### src/rtl/countdown_pkg.sv
// Shared types and constants for the round-start countdown overlay sequencer.
package countdown_pkg;

  typedef enum logic [2:0] {
    IDLE,
    ARMED,
    CNT3,
    CNT2,
    CNT1,
    FIGHT,
    DONE
  } cd_state_t;

  typedef logic [1:0] sprite_t;

  localparam sprite_t SPR_THREE = 2'd0;
  localparam sprite_t SPR_TWO   = 2'd1;
  localparam sprite_t SPR_ONE   = 2'd2;
  localparam sprite_t SPR_FIGHT = 2'd3;

  // A hold length of N frames needs the counter to reach N-1 without wrapping.
  function automatic bit cnt_fits(input int cnt_w, input int frames);
    return (frames >= 1) && ((frames - 1) < (1 << cnt_w));
  endfunction

  function automatic sprite_t sprite_of(input cd_state_t s);
    case (s)
      CNT2:    return SPR_TWO;
      CNT1:    return SPR_ONE;
      FIGHT:   return SPR_FIGHT;
      default: return SPR_THREE;
    endcase
  endfunction

endpackage

### src/rtl/countdown_sequencer_if.sv
// Control/status bundle between game logic and the countdown sequencer.
interface countdown_sequencer_if;
  import countdown_pkg::*;

  logic    vsync;
  logic    start;
  logic    abort;
  logic    pause;
  sprite_t sprite_sel;
  logic    overlay_en;
  logic    busy;
  logic    fight_go;
  logic    round_active;

  modport master (
    output vsync, start, abort, pause,
    input  sprite_sel, overlay_en, busy, fight_go, round_active
  );

  modport slave (
    input  vsync, start, abort, pause,
    output sprite_sel, overlay_en, busy, fight_go, round_active
  );

endinterface

### src/rtl/frame_tick_gen.sv
// Registered vsync active-edge detector; one-cycle frame_tick, one cycle after the edge.
module frame_tick_gen #(
  parameter bit VSYNC_ACT_LOW = 1'b1
) (
  input  logic i_clk,
  input  logic i_rst_n,
  input  logic i_vsync,
  output logic o_frame_tick
);

  logic r_vsync_d;
  logic r_tick;
  logic w_act_now;
  logic w_act_prev;

  assign w_act_now  = i_vsync   ^ VSYNC_ACT_LOW;
  assign w_act_prev = r_vsync_d ^ VSYNC_ACT_LOW;

  // History resets to the inactive level so a held-active vsync at release is not an edge.
  always_ff @(posedge i_clk or negedge i_rst_n) begin
    if (!i_rst_n) begin
      r_vsync_d <= VSYNC_ACT_LOW;
      r_tick    <= 1'b0;
    end else begin
      r_vsync_d <= i_vsync;
      r_tick    <= w_act_now & ~w_act_prev;
    end
  end

  assign o_frame_tick = r_tick;

endmodule

### src/rtl/countdown_sequencer.sv
// Round-start countdown: 3 -> 2 -> 1 -> FIGHT overlay, each step held a fixed number of frames,
// with all sprite changes landing on frame boundaries.
module countdown_sequencer
  import countdown_pkg::*;
#(
  parameter int FRAMES_PER_DIGIT = 60,
  parameter int FIGHT_FRAMES     = 45,
  parameter int CNT_W            = 8,
  parameter int VSYNC_ACT_LOW    = 1
) (
  input  logic                  vga_clk,
  input  logic                  reset_n,
  countdown_sequencer_if.slave  bus
);

  if (!cnt_fits(CNT_W, FRAMES_PER_DIGIT) || !cnt_fits(CNT_W, FIGHT_FRAMES)) begin : g_cnt_w_check
    $error("countdown_sequencer: CNT_W too narrow or frame count < 1");
  end

  localparam logic [CNT_W-1:0] L_DIGIT_LAST = CNT_W'(FRAMES_PER_DIGIT - 1);
  localparam logic [CNT_W-1:0] L_FIGHT_LAST = CNT_W'(FIGHT_FRAMES - 1);

  logic [1:0]       r_rst_sync;
  logic             w_rst_n;
  logic             w_frame_tick;
  cd_state_t        r_state;
  cd_state_t        w_state_nxt;
  logic [CNT_W-1:0] r_cnt;
  logic [CNT_W-1:0] w_cnt_nxt;
  sprite_t          r_sprite_sel;
  logic             r_overlay_en;
  logic             r_busy;
  logic             r_fight_go;
  logic             r_round_active;

  // Reset asserts asynchronously, releases on a clock edge.
  always_ff @(posedge vga_clk or negedge reset_n) begin
    if (!reset_n) r_rst_sync <= 2'b00;
    else          r_rst_sync <= {r_rst_sync[0], 1'b1};
  end

  assign w_rst_n = r_rst_sync[1];

  frame_tick_gen #(
    .VSYNC_ACT_LOW (VSYNC_ACT_LOW != 0)
  ) u_frame_tick_gen (
    .i_clk        (vga_clk),
    .i_rst_n      (w_rst_n),
    .i_vsync      (bus.vsync),
    .o_frame_tick (w_frame_tick)
  );

  // Abort outranks start; start outranks a coincident tick so the tick is not consumed.
  always_comb begin
    w_state_nxt = r_state;
    w_cnt_nxt   = r_cnt;
    if (bus.abort) begin
      w_state_nxt = IDLE;
      w_cnt_nxt   = '0;
    end else if (bus.start) begin
      w_state_nxt = ARMED;
      w_cnt_nxt   = '0;
    end else if (w_frame_tick && !bus.pause) begin
      case (r_state)
        ARMED: begin
          w_state_nxt = CNT3;
          w_cnt_nxt   = '0;
        end
        CNT3, CNT2, CNT1: begin
          if (r_cnt == L_DIGIT_LAST) begin
            w_cnt_nxt   = '0;
            w_state_nxt = (r_state == CNT3) ? CNT2 :
                          (r_state == CNT2) ? CNT1 : FIGHT;
          end else begin
            w_cnt_nxt = r_cnt + 1'b1;
          end
        end
        FIGHT: begin
          if (r_cnt == L_FIGHT_LAST) begin
            w_cnt_nxt   = '0;
            w_state_nxt = DONE;
          end else begin
            w_cnt_nxt = r_cnt + 1'b1;
          end
        end
        default: ;
      endcase
    end
  end

  // State, counter and Moore outputs decoded from the next state, all registered together.
  always_ff @(posedge vga_clk or negedge w_rst_n) begin
    if (!w_rst_n) begin
      r_state        <= IDLE;
      r_cnt          <= '0;
      r_sprite_sel   <= SPR_THREE;
      r_overlay_en   <= 1'b0;
      r_busy         <= 1'b0;
      r_fight_go     <= 1'b0;
      r_round_active <= 1'b0;
    end else begin
      r_state        <= w_state_nxt;
      r_cnt          <= w_cnt_nxt;
      r_sprite_sel   <= sprite_of(w_state_nxt);
      r_overlay_en   <= w_state_nxt inside {CNT3, CNT2, CNT1, FIGHT};
      r_busy         <= w_state_nxt inside {ARMED, CNT3, CNT2, CNT1, FIGHT};
      r_fight_go     <= (r_state == CNT1) && (w_state_nxt == FIGHT);
      r_round_active <= w_state_nxt inside {FIGHT, DONE};
    end
  end

  assign bus.sprite_sel   = r_sprite_sel;
  assign bus.overlay_en   = r_overlay_en;
  assign bus.busy         = r_busy;
  assign bus.fight_go     = r_fight_go;
  assign bus.round_active = r_round_active;

endmodule

### src/flat_wrapper.sv
// flat-port wrapper written by rule: the top's interface ports become plain ports
module countdown_sequencer_flat import countdown_pkg::*;
#(
  parameter int FRAMES_PER_DIGIT = 60,
  parameter int FIGHT_FRAMES     = 45,
  parameter int CNT_W            = 8,
  parameter int VSYNC_ACT_LOW    = 1
)
  (vga_clk, reset_n, bus_vsync, bus_start, bus_abort, bus_pause, bus_sprite_sel, bus_overlay_en, bus_busy, bus_fight_go, bus_round_active);
  countdown_sequencer_if bus_i ();
  input  logic vga_clk;
  input  logic reset_n;
  input wire logic [$bits(bus_i.vsync)-1:0] bus_vsync;
  input wire logic [$bits(bus_i.start)-1:0] bus_start;
  input wire logic [$bits(bus_i.abort)-1:0] bus_abort;
  input wire logic [$bits(bus_i.pause)-1:0] bus_pause;
  output wire logic [$bits(bus_i.sprite_sel)-1:0] bus_sprite_sel;
  output wire logic [$bits(bus_i.overlay_en)-1:0] bus_overlay_en;
  output wire logic [$bits(bus_i.busy)-1:0] bus_busy;
  output wire logic [$bits(bus_i.fight_go)-1:0] bus_fight_go;
  output wire logic [$bits(bus_i.round_active)-1:0] bus_round_active;
  assign bus_i.vsync = bus_vsync;
  assign bus_i.start = bus_start;
  assign bus_i.abort = bus_abort;
  assign bus_i.pause = bus_pause;
  assign bus_sprite_sel = bus_i.sprite_sel;
  assign bus_overlay_en = bus_i.overlay_en;
  assign bus_busy = bus_i.busy;
  assign bus_fight_go = bus_i.fight_go;
  assign bus_round_active = bus_i.round_active;
  countdown_sequencer #(.FRAMES_PER_DIGIT(FRAMES_PER_DIGIT), .FIGHT_FRAMES(FIGHT_FRAMES), .CNT_W(CNT_W), .VSYNC_ACT_LOW(VSYNC_ACT_LOW)) u_core (.vga_clk(vga_clk), .reset_n(reset_n), .bus(bus_i));
endmodule
### config.mk
export PLATFORM = sky130hd
export DESIGN_NAME = countdown_sequencer_flat
export DESIGN_NICKNAME = d
export VERILOG_FILES = /design/src/rtl/countdown_pkg.sv /design/src/rtl/countdown_sequencer_if.sv /design/src/rtl/frame_tick_gen.sv /design/src/rtl/countdown_sequencer.sv /design/src/flat_wrapper.sv
export SDC_FILE = /design/constraint.sdc
export NUM_CORES = 1
export LEC_CHECK = 0
export ABC_AREA = 0
export ABC_CLOCK_PERIOD_IN_PS = 1690
export CAP_MARGIN = 0
export CORE_UTILIZATION = 55
export DETAILED_ROUTE_END_ITERATION = 6
export GPL_TIMING_DRIVEN = 1
export PLACE_DENSITY = 0.82
export REMOVE_ABC_BUFFERS = 1
export SLEW_MARGIN = 20
export SYNTH_ARGS = -nofsm -noshare
export SYNTH_HDL_FRONTEND = slang
export SYNTH_SLANG_ARGS = --single-unit
### constraint.sdc
create_clock -name vga_clk -period 1.69 [get_ports vga_clk]
set_input_delay 0.2535 -clock vga_clk [delete_from_list [all_inputs] [get_ports vga_clk]]
set_output_delay 0.2535 -clock vga_clk [all_outputs]
set_load 0.05 [all_outputs]
==> flow_summary.ini, run 1 <==
[status]
status = complete, but fails checks
violations = setup timing

[min_path]
hold_path_class = input pin to asynchronous set/reset pin

[setup_path]
cp.required_ns = 1.89
cp_num_cells = 9
crit_chain = inv_1 -> ha_2 -> nand4bb_1 -> buf_4 -> o41ai_2 -> a41oi_2 -> buf_4 -> nor3_1 -> nor3b_1
reg2reg_from = u_core.r_cnt[1]$_DFFE_PN0P_
end_kind = register
rrSetupSlack_ns = -0.41
r2r-end = u_core.bus.busy$_DFF_PN0_
crit_type = register to register
path_delay_family = compound AO/OA/AOI/OAI gates
cp-start-kind = register
cp_num_buf_inv = 3
crit_slowest_cell = dfrtp_1
critPathMaxFanout = 4
cp_common_cell = buf_4
max_stage_delay_ns = 0.44
rr_worst_depth = 9
cp.arrival_ns = 2.31

[floorplan]
rows = 16
initial_core_util_pct = 59.0
die_w_um = 47.9
die_h_um = 47.9
fp.coreArea_um2 = 1960
num_io_pins = 12
dieArea_um2 = 2290

[clock_tree]
cts_root_buf = clkbuf_4
clk_pin_slew_ns = 0.12
htreeDepth = 1
tritoncts = built
cts_hold_buf = 0
insertion_delay_ns = 0.31
clockBufferDepth = 2
cts_made_buffers = 3
cts_num_sinks = 21

[sta]
fin_crit_ns = 2.10
tns_ns = -3.69
max_slew_margin_pct = 51.4
rsz0062_at_grt = true
fin_ws_ns = -0.415
drv_slew = 0
worst_pin_slew_ns = 0.729
period_share_pct = 125
fmax_mhz = 475
setup_violations = 16
finalHoldViolCount = 0
fin_skew_ns = 0.00383

[route]
viasPerCell = 5.68
wl_met2_mm = 1.52
drt-initial-drc-count = 30
postRouteAntennaNets = 0
highest-signal-layer = met4
drcViolationCount = 0
wirelength_mm = 3.09
met3WireLength_um = 168
wl_met1_mm = 1.28
drt_pass1_iterations = 4
num_vias = 1022
wl_per_cell_um = 17.2

[placed_design]
post-place-ws_ns = -0.301
io_buffer_count = 11
dp.cells = 171
dp_hpwl_mm = 2.00
gp_congestion = 0.878
dpl_cell_area_um2 = 1470

[synthesis]
yosysMostFrequentCell = dfrtp_1
yosys_warnings = 0
synth_area_leader_cell = dfrtp_1
postSynth.asyncResetShare_pct = 100
synth.top_cells.by_area = dfrtp_1, inv_1, nand2_1
synth-seq-area-share_pct = 45.5
synthFlopType = dfrtp_1
synth_cell_types = 47
synth.avg_cell_area_um2 = 10.5
synth_top_area_share_pct = 43.2
syn_area_um2 = 1160
ys_ff_latch = 21
synth-edff-count = 0
ys_top_cells_by_count = dfrtp_1, inv_1, nand2_1
synth_cells = 110

[layout]
nFillCells = 118
fin_cells = 180
synthToLayoutAreaGrowth_pct = 39.5
multiInputGateArea_um2 = 647
register_area_um2 = 527
num_antenna_cells = 0
layout-drive-gt1-share_pct = 44.4
postLayoutCellArea_um2 = 1610
nets = 162

[global_routing]
antenna_found_initial = 0
grt_pass1_vias = 982
grt_use_total_pct = 28.9
grt_pass1_wl_mm = 4.34
grt.overflow.total = 0
grt_start_max_net_pins = 20

[power]
p_total_uw = 872
p_per_area_nw_per_um2 = 540
leakagePower_uw = 0.000709
vdd_ir_drop_max_v = 0.000441

[job]
cap_violations = 0
per-stage QoR:
stage          util, %  hold WS [ns]
2_1_floorplan        -       -0.0421
3_3_place_gp      74.7         0.321
3_5_place_dp      74.7         0.335
4_1_cts           79.8        0.0843
5_1_grt           82.3        0.0779
6_report          82.3        0.0833
per-layer routing:
metal	global-route usage [%]	vias to the layer above
met5	0	-
met4	17.8	0
met3	6.79	11
met2	49.2	39
met1	32.5	500
li1	-	472
flip-flops by register name, summed over array words and instances (netlist names):
register                              cells
u_core.r_cnt                              8
u_core.bus.sprite_sel                     2
u_core.bus.overlay_en                     1
u_core.r_rst_sync                         2
u_core.u_frame_tick_gen.o_frame_tick      1
u_core.bus.fight_go                       1
u_core.bus.busy                           1
u_core.bus.round_active                   1
u_core.u_frame_tick_gen.r_vsync_d         1
u_core.r_state                            3
where the power goes:
group | switching (uW) | internal (uW) | total [uW]
clock | 156 | 92.3 | 248
sequential | 14.6 | 512 | 526
combinational | 49.3 | 48.2 | 97.5
how the worst max path moves through the flow:
stage                                startpoint                           to  slack (ns)
CTS                 u_core.r_cnt[1]$_DFFE_PN0P_  u_core.r_cnt[7]$_DFFE_PN0P_       -0.22
finish              u_core.r_cnt[1]$_DFFE_PN0P_    u_core.bus.busy$_DFF_PN0_       -0.41
floorplan           u_core.r_cnt[0]$_DFFE_PN0P_  u_core.r_cnt[7]$_DFFE_PN0P_       -0.25
detailed placement  u_core.r_cnt[0]$_DFFE_PN0P_  u_core.r_cnt[7]$_DFFE_PN0P_       -0.30
global placement    u_core.r_cnt[0]$_DFFE_PN0P_  u_core.r_cnt[7]$_DFFE_PN0P_       -0.22
global route        u_core.r_cnt[1]$_DFFE_PN0P_    u_core.bus.busy$_DFF_PN0_       -0.52
cell families after synthesis:
kind of cell	share of synthesized area, %
other	0.324
DFF	45.5
buffers and inverters	5.30
AOI/OAI and AO/OA	15.4
adders and majority gates	2.16
xor gates and xnor gates	4.54
and+or+nand+nor	24.7
muxes	2.16
final cells by class:
class / count / share of cell area [%]
inverter: 10 / 2.33
timing repair buffer: 43 / 21.2
sequential: 21 / 32.6
clock buffer: 4 / 1.63
multi-input combinational: 75 / 40.1
tap: 27 / 2.09
cell usage in the layout (no fill, tap or decap), types with 2 or more instances in the layout:
cell,count
nor2b_1,3
o21ai_1,2
xnor2_1,4
clkdlybuf4s50_1,5
nor2_2,2
inv_2,2
nor2_1,7
inv_1,8
dfrtp_1,20
nor3_1,5
nand3_1,3
ha_2,2
clkbuf_4,3
buf_4,36
xor2_1,2
buf_6,2
nand2_1,10
worst register-to-register path: cells and delay by family (launching register included):
kind | cells | cell delay [ns]
buf+inv | 3 | 0.45
flops | 1 | 0.44
fa+ha+maj | 1 | 0.17
simple gates | 3 | 0.41
compound gates | 2 | 0.54
repair_timing:
action | 4_1_cts | 5_1_grt
resized for setup | 11 | 9
pin swaps | 8 | 2
setup endpoints to repair | 15 | 17
setup buffers | 4 | 2
cloned | 0 | 0
(Power assumes the default switching activity.)
==> run 2: changes to the inputs <==
Settings changed: CTS_CLUSTER_SIZE from default to 16.
==> results of run 2 <==
The final DEF is identical to that of run 1; final timing and power are the same.
==> patch 1, RTL diff (config.mk and constraints of run 1) <==
`CNT_W` is set to 8 in 2 places; all go to 7.
--- a/src/rtl/countdown_sequencer.sv
+++ b/src/rtl/countdown_sequencer.sv
@@ -7,3 +7,3 @@
   parameter int FIGHT_FRAMES     = 45,
-  parameter int CNT_W            = 8,
+  parameter int CNT_W            = 7,
   parameter int VSYNC_ACT_LOW    = 1
--- a/src/flat_wrapper.sv
+++ b/src/flat_wrapper.sv
@@ -5,3 +5,3 @@
   parameter int FIGHT_FRAMES     = 45,
-  parameter int CNT_W            = 8,
+  parameter int CNT_W            = 7,
   parameter int VSYNC_ACT_LOW    = 1
Function: same outputs for any inputs over 10 cycles, from zero or initial values and one cycle with reset_n low; that may be too few to reach the edited logic, so the function may still have changed.
==> patch 1 against run 1 <==
- the flow still finishes with violations (negative setup slack)
- synthesized area fell by 5.9%
- total power shrank 2.4%
- sequential cell count fell by 1
- maximum frequency grew 6.5%
- via count is 4.1% lower
- setup slack better by 0.13 ns
- routed wire length down 6.9%
- final area fell by 7.8%
- highest routed layer unchanged
==> patch 1: results (changes against run 1) <==
<table>
<tr><th>Metric</th><th>Value</th></tr>
<tr><th colspan="2">Status</th></tr>
<tr><td>Result of the run</td><td>finished, violations left (unchanged)</td></tr>
<tr><td>Violations in the final reports</td><td>negative setup slack (unchanged)</td></tr>
<tr><th colspan="2">Route</th></tr>
<tr><td>Average routed wire per standard cell</td><td>17.41 µm (was 17.15 µm)</td></tr>
<tr><td>Via-to-Cell Ratio</td><td>5.939 (was 5.678)</td></tr>
<tr><th colspan="2">Cells and area</th></tr>
<tr><td>Fraction of layout cells with a size suffix above 1</td><td>0.4429 (was 0.4444)</td></tr>
<tr><td>Number of fillers in the final layout</td><td>99 (was 118)</td></tr>
<tr><td>Biggest registers after layout</td><td>u_core.r_cnt (7), u_core.r_state (3) (was u_core.r_cnt (8), u_core.r_state (3))</td></tr>
<tr><th colspan="2">GRT</th></tr>
<tr><td>Overall Global Routing Usage</td><td>0.3073 (was 0.2891)</td></tr>
<tr><th colspan="2">Yosys</th></tr>
<tr><td>Netlist cell types</td><td>43 (was 47)</td></tr>
<tr><td>Area fraction in compound gates after synthesis</td><td>0.1736 (was 0.1535)</td></tr>
<tr><td>Synth top area cells</td><td>sky130_fd_sc_hd__dfrtp_1 44%, sky130_fd_sc_hd__nor2b_1 2.9%, sky130_fd_sc_hd__nor3_1 2.8% (was sky130_fd_sc_hd__dfrtp_1 43%, sky130_fd_sc_hd__inv_1 3.2%, sky130_fd_sc_hd__nand2_1 3.2%)</td></tr>
<tr><td>Multiplexer share of the synthesized area</td><td>0.01954 (was 0.02162)</td></tr>
<tr><td>Share of synthesized area occupied by flip-flops and latches</td><td>0.4609 (was 0.4551)</td></tr>
<tr><th colspan="2">CTS</th></tr>
<tr><td>Clock-pin slew reported for the worst setup and hold paths after clock tree synthesis</td><td>0.10 ns (was 0.12 ns)</td></tr>
<tr><th colspan="2">Critical path</th></tr>
<tr><td>Worst reg2reg setup slack</td><td>-0.29 ns (was -0.41 ns)</td></tr>
<tr><td>Biggest fanout along the worst timing path</td><td>7 (was 4)</td></tr>
<tr><th colspan="2">STA</th></tr>
<tr><td>Worst-case setup margin in the final layout</td><td>-0.2860 ns (was -0.4149 ns)</td></tr>
<tr><td>Setup violations, final</td><td>15 (was 16)</td></tr>
<tr><th colspan="2">Power and ir drop</th></tr>
<tr><td>Leakage power total</td><td>0.7044 nW (was 0.7086 nW)</td></tr>
<tr><td>Peak supply drop</td><td>0.5045 mV (was 0.4411 mV)</td></tr>
</table>
## patch 1: cell count changes after synthesis, sizes merged, moves of 3 or more
cell / before / now
inv: 10 / 5
a21oi: 1 / 5
a22o: 0 / 3
a41oi: 3 / 0
and3b: 3 / 0
nand2: 10 / 7
nor2: 9 / 6
o21ai: 4 / 7
xnor2: 4 / 1
## patch 1: worst max path at each step
| stage | cells past startpoint | to | slack [ns] |
|---|---|---|---|
| 2_1_floorplan | 6 | u_core.bus.busy | -0.04 |
| 3_3_place_gp | 6 | u_core.bus.fight_go | -0.21 |
| 3_5_place_dp | 6 | u_core.bus.busy | -0.26 |
| 4_1_cts | 7 | u_core.r_cnt[4] | -0.17 |
| 5_1_grt | 7 | u_core.r_cnt[4] | -0.33 |
| 6_report | 7 | u_core.r_cnt[4] | -0.29 |
## patch 1: logic make-up (layout without fill, tap and decap cells)
logic type	Yosys count	after routing
AO/OA/AOI/OAI	23	23
XOR/XNOR	1	1
other	1	1
adder cells (fa/ha/maj)	2	2
multiplexers	2	2
buffers and inverters	8	45
AND/OR/NAND/NOR	46	46
flip-flops	20	20
## patch 1: final cells by class
cell class              instances  area, µm²  area share
flip-flops and latches         20      501.7      0.3373
clock buffers                   4      36.28     0.02439
multi-input cells              75      611.8      0.4113
repair buffers                 36      287.8      0.1934
inverters                       5      18.77     0.01262
well taps                      25      31.28     0.02103
## patch 1: worst max-delay path: cells and delay by family, from the launching register on
family	cells	cell delay, ns
buf+inv	1	0.06
fa+ha+maj	1	0.17
simple gates	3	0.59
flops	1	0.41
compound gates	2	0.69
## patch 1: through the flow
| step | power, W | instances |
|---|---|---|
| 3_3_place_gp | 0.0005865 | 153 |
| 4_1_cts | 0.0008532 | 163 |
| 5_1_grt | 0.0008886 | 165 |
| 6_report | 0.0008515 | 165 |
| 3_5_place_dp | 0.0005888 | 153 |
| 2_1_floorplan | 0.0005461 | 100 |
## patch 1: report_power, final
| part | switching [W] | total [W] | internal [W] |
|---|---|---|---|
| Combinational | 0.0000463 | 0.0000877 | 0.0000414 |
| Clock | 0.000131 | 0.000263 | 0.000131 |
| Sequential | 0.0000128 | 0.000501 | 0.000488 |
| Total | 0.000191 | 0.000851 | 0.000661 |
## patch 1: layer usage
layer  track usage  up-vias
met5             0        -
met4       0.04118        0
met3       0.08235        6
met2        0.5389       58
met1        0.3808      469
li1              -      447
## patch 1: what timing repair did
item	4_1_cts	5_1_grt
pin swaps	2	9
gates resized for setup	12	6
setup buffers	6	2
endpoints found under the setup margin	16	15
==> patch 2, RTL diff (config.mk and constraints of run 1) <==
Without the edit above. Reset style: synchronous (`i_rst_n`, `reset_n` and `w_rst_n`), changed in 3 clocked blocks. Comments in the files are not updated.
--- a/src/rtl/frame_tick_gen.sv
+++ b/src/rtl/frame_tick_gen.sv
@@ -19,3 +19,3 @@
   // History resets to the inactive level so a held-active vsync at release is not an edge.
-  always_ff @(posedge i_clk or negedge i_rst_n) begin
+  always_ff @(posedge i_clk) begin
     if (!i_rst_n) begin
--- a/src/rtl/countdown_sequencer.sv
+++ b/src/rtl/countdown_sequencer.sv
@@ -36,3 +36,3 @@
   // Reset asserts asynchronously, releases on a clock edge.
-  always_ff @(posedge vga_clk or negedge reset_n) begin
+  always_ff @(posedge vga_clk) begin
     if (!reset_n) r_rst_sync <= 2'b00;
@@ -91,3 +91,3 @@
   // State, counter and Moore outputs decoded from the next state, all registered together.
-  always_ff @(posedge vga_clk or negedge w_rst_n) begin
+  always_ff @(posedge vga_clk) begin
     if (!w_rst_n) begin
Check against the original RTL: differs if reset_n is asserted again (counterexample within 4 cycles, from zero or initial values and one cycle with reset_n low); with reset_n held inactive, the same outputs for 10 cycles.
==> patch 2 against run 1 <==
- the flow still finishes with violations (negative setup slack)
- die area down 15%
- routed wire length down 7.5%
- synthesized area down 15%
- sequential cell count unchanged
- core utilization up 4.2 points
- setup slack better by 0.30 ns
- final area down 15%
- worst hold slack better by 0.30 ns
- highest routed layer unchanged
Power is not compared: it rests on default switching activity, and its combinational part moved more than twofold at a synthesized area within 25%.
==> patch 2: results (changes against run 1) <==
<table>
<tr><th>Metric</th><th>Value</th></tr>
<tr><th colspan="2">Route</th></tr>
<tr><td>Router iterations before antenna repair</td><td>6 (was 4)</td></tr>
<tr><td>Vias after detailed routing</td><td>983 (was 1022)</td></tr>
<tr><th colspan="2">Yosys</th></tr>
<tr><td>Netlist cell types</td><td>35 (was 47)</td></tr>
<tr><td>Average cell area after synthesis</td><td>8.770 µm² (was 10.52 µm²)</td></tr>
<tr><td>Multiplexer share of the synthesized area</td><td>0.01019 (was 0.02162)</td></tr>
<tr><td>XOR/XNOR share of the synthesized area</td><td>0.06242 (was 0.04541)</td></tr>
<tr><td>Synth top cells by count</td><td>21 x sky130_fd_sc_hd__dfxtp_1, 16 x sky130_fd_sc_hd__nor2_1, 10 x sky130_fd_sc_hd__nand2_1 (was 20 x sky130_fd_sc_hd__dfrtp_1, 10 x sky130_fd_sc_hd__inv_1, 10 x sky130_fd_sc_hd__nand2_1)</td></tr>
<tr><td>Predominant post-synthesis flop cell</td><td>sky130_fd_sc_hd__dfxtp_1 (was sky130_fd_sc_hd__dfrtp_1)</td></tr>
<tr><th colspan="2">Critical path</th></tr>
<tr><td>Worst reg2reg setup slack</td><td>-0.12 ns (was -0.41 ns)</td></tr>
<tr><td>Worst r2r path cells</td><td>7 (was 9)</td></tr>
<tr><td>Max incr delay on CP</td><td>0.49 ns (was 0.44 ns)</td></tr>
<tr><td>Crit path max-delay cell type</td><td>sky130_fd_sc_hd__or4_4 (was sky130_fd_sc_hd__dfrtp_1)</td></tr>
<tr><td>CP delay by family, top</td><td>simple AND/OR/NAND/NOR gates (was compound AO/OA/AOI/OAI gates)</td></tr>
<tr><td>Critical R2R Capture</td><td>u_core.bus.busy (unchanged)</td></tr>
<tr><th colspan="2">GRT</th></tr>
<tr><td>First-pass GRT wire length</td><td>3.753 mm (was 4.340 mm)</td></tr>
<tr><td>Largest net degree at the start of global routing</td><td>14 (was 20)</td></tr>
<tr><th colspan="2">Place</th></tr>
<tr><td>Placed Cells incl. Taps</td><td>158 (was 171)</td></tr>
<tr><td>Final weighted congestion in routability-driven placement</td><td>0.8392 (was 0.8776)</td></tr>
<tr><th colspan="2">STA</th></tr>
<tr><td>Setup violations, final</td><td>6 (was 16)</td></tr>
<tr><td>Max Clock Skew</td><td>0.01326 ns (was 0.003826 ns)</td></tr>
<tr><td>Setup_tns</td><td>-0.3849 ns (was -3.688 ns)</td></tr>
<tr><td>Worst-case setup margin in the final layout</td><td>-0.1170 ns (was -0.4149 ns)</td></tr>
<tr><th colspan="2">Status</th></tr>
<tr><td>Violations in the final reports</td><td>negative setup slack (unchanged)</td></tr>
<tr><td>Result of the run</td><td>finished, violations left (unchanged)</td></tr>
<tr><th colspan="2">Min path</th></tr>
<tr><td>Path class of the lowest-slack min-delay path</td><td>input port to register (was input port to async pin)</td></tr>
<tr><th colspan="2">Cells and area</th></tr>
<tr><td>Layout Cells excl Fill</td><td>167 (was 180)</td></tr>
<tr><td>Fraction of layout cells with a size suffix above 1</td><td>0.3846 (was 0.4444)</td></tr>
</table>
-- patch 2: cell count changes after synthesis, moves of 3 or more --
cell / run 1 / this run
sky130_fd_sc_hd__and2_1: 0 / 3
sky130_fd_sc_hd__dfrtp_1: 20 / 0
sky130_fd_sc_hd__dfxtp_1: 0 / 21
sky130_fd_sc_hd__nand3_1: 3 / 6
sky130_fd_sc_hd__nand4_1: 1 / 5
sky130_fd_sc_hd__nor2_1: 9 / 16
sky130_fd_sc_hd__nor3_1: 5 / 1
sky130_fd_sc_hd__o21ai_0: 3 / 0
-- patch 2: area by class of cell --
| type | instances | area, µm² |
|---|---|---|
| well taps | 24 | 30.03 |
| fillers | 69 | 215.2 |
| clock inverters | 1 | 7.507 |
| flip-flops and latches | 21 | 435.4 |
| repair buffers | 30 | 264.0 |
| clock buffers | 3 | 22.52 |
| inverters | 9 | 33.78 |
| multi-input cells | 79 | 585.6 |
-- patch 2: what timing repair did --
item | in CTS | in global routing
pin swaps | 5 | 12
setup endpoints to repair | 8 | 9
hold endpoints to repair | 0 | 0
setup buffers | 1 | 5
resized for setup | 15 | 22
-- patch 2: metrics by stage --
stage                     setup WS [ns]  hold slack, ns   power, W
final                           -0.1170          0.3820  0.0008020
after global routing            -0.1945          0.3599  0.0008320
after CTS                      -0.03257          0.3809  0.0008037
after detailed placement        -0.1666          0.4177  0.0005572
after global placement         -0.08698          0.4005  0.0005553
after floorplan                -0.04825          0.2812  0.0005328
-- patch 2: power groups by stage --
stage | Clock [W] | Sequential, W | Combinational (W)
after floorplan | 0 | 0.000518 | 0.0000148
after global placement | 0 | 0.000516 | 0.0000396
after detailed placement | 0 | 0.000516 | 0.0000411
after CTS | 0.000256 | 0.000505 | 0.0000430
after global routing | 0.000280 | 0.000503 | 0.0000493
final | 0.000253 | 0.000502 | 0.0000466
-- patch 2: worst max path at each step --
stage / to / slack [ns] / depth (start not counted) / startpoint
2_1_floorplan: u_core.r_cnt[7] / -0.05 / 6 / u_core.r_state[1]
3_3_place_gp: u_core.r_cnt[7] / -0.09 / 7 / bus_pause
3_5_place_dp: u_core.bus.sprite_sel[0] / -0.17 / 7 / bus_pause
4_1_cts: u_core.bus.sprite_sel[0] / -0.03 / 7 / u_core.r_cnt[7]
5_1_grt: u_core.bus.sprite_sel[0] / -0.19 / 8 / u_core.r_cnt[0]
6_report: u_core.bus.busy / -0.12 / 7 / u_core.r_cnt[0]
-- patch 2: layer usage --
metal	vias to the layer above	GRT usage	share of wire
met1	467	0.3128	0.39
li1	443	-	-
met3	18	0.08980	0.066
met4	0	0.08485	0.048
met2	55	0.4765	0.50
met5	-	0	0
-- patch 2: kinds of logic after synthesis --
group,count (synthesis)
compound gates,13
xor+xnor,7
fa+ha+maj,2
buf+inv,12
flops,21
mux,1
simple gates,56
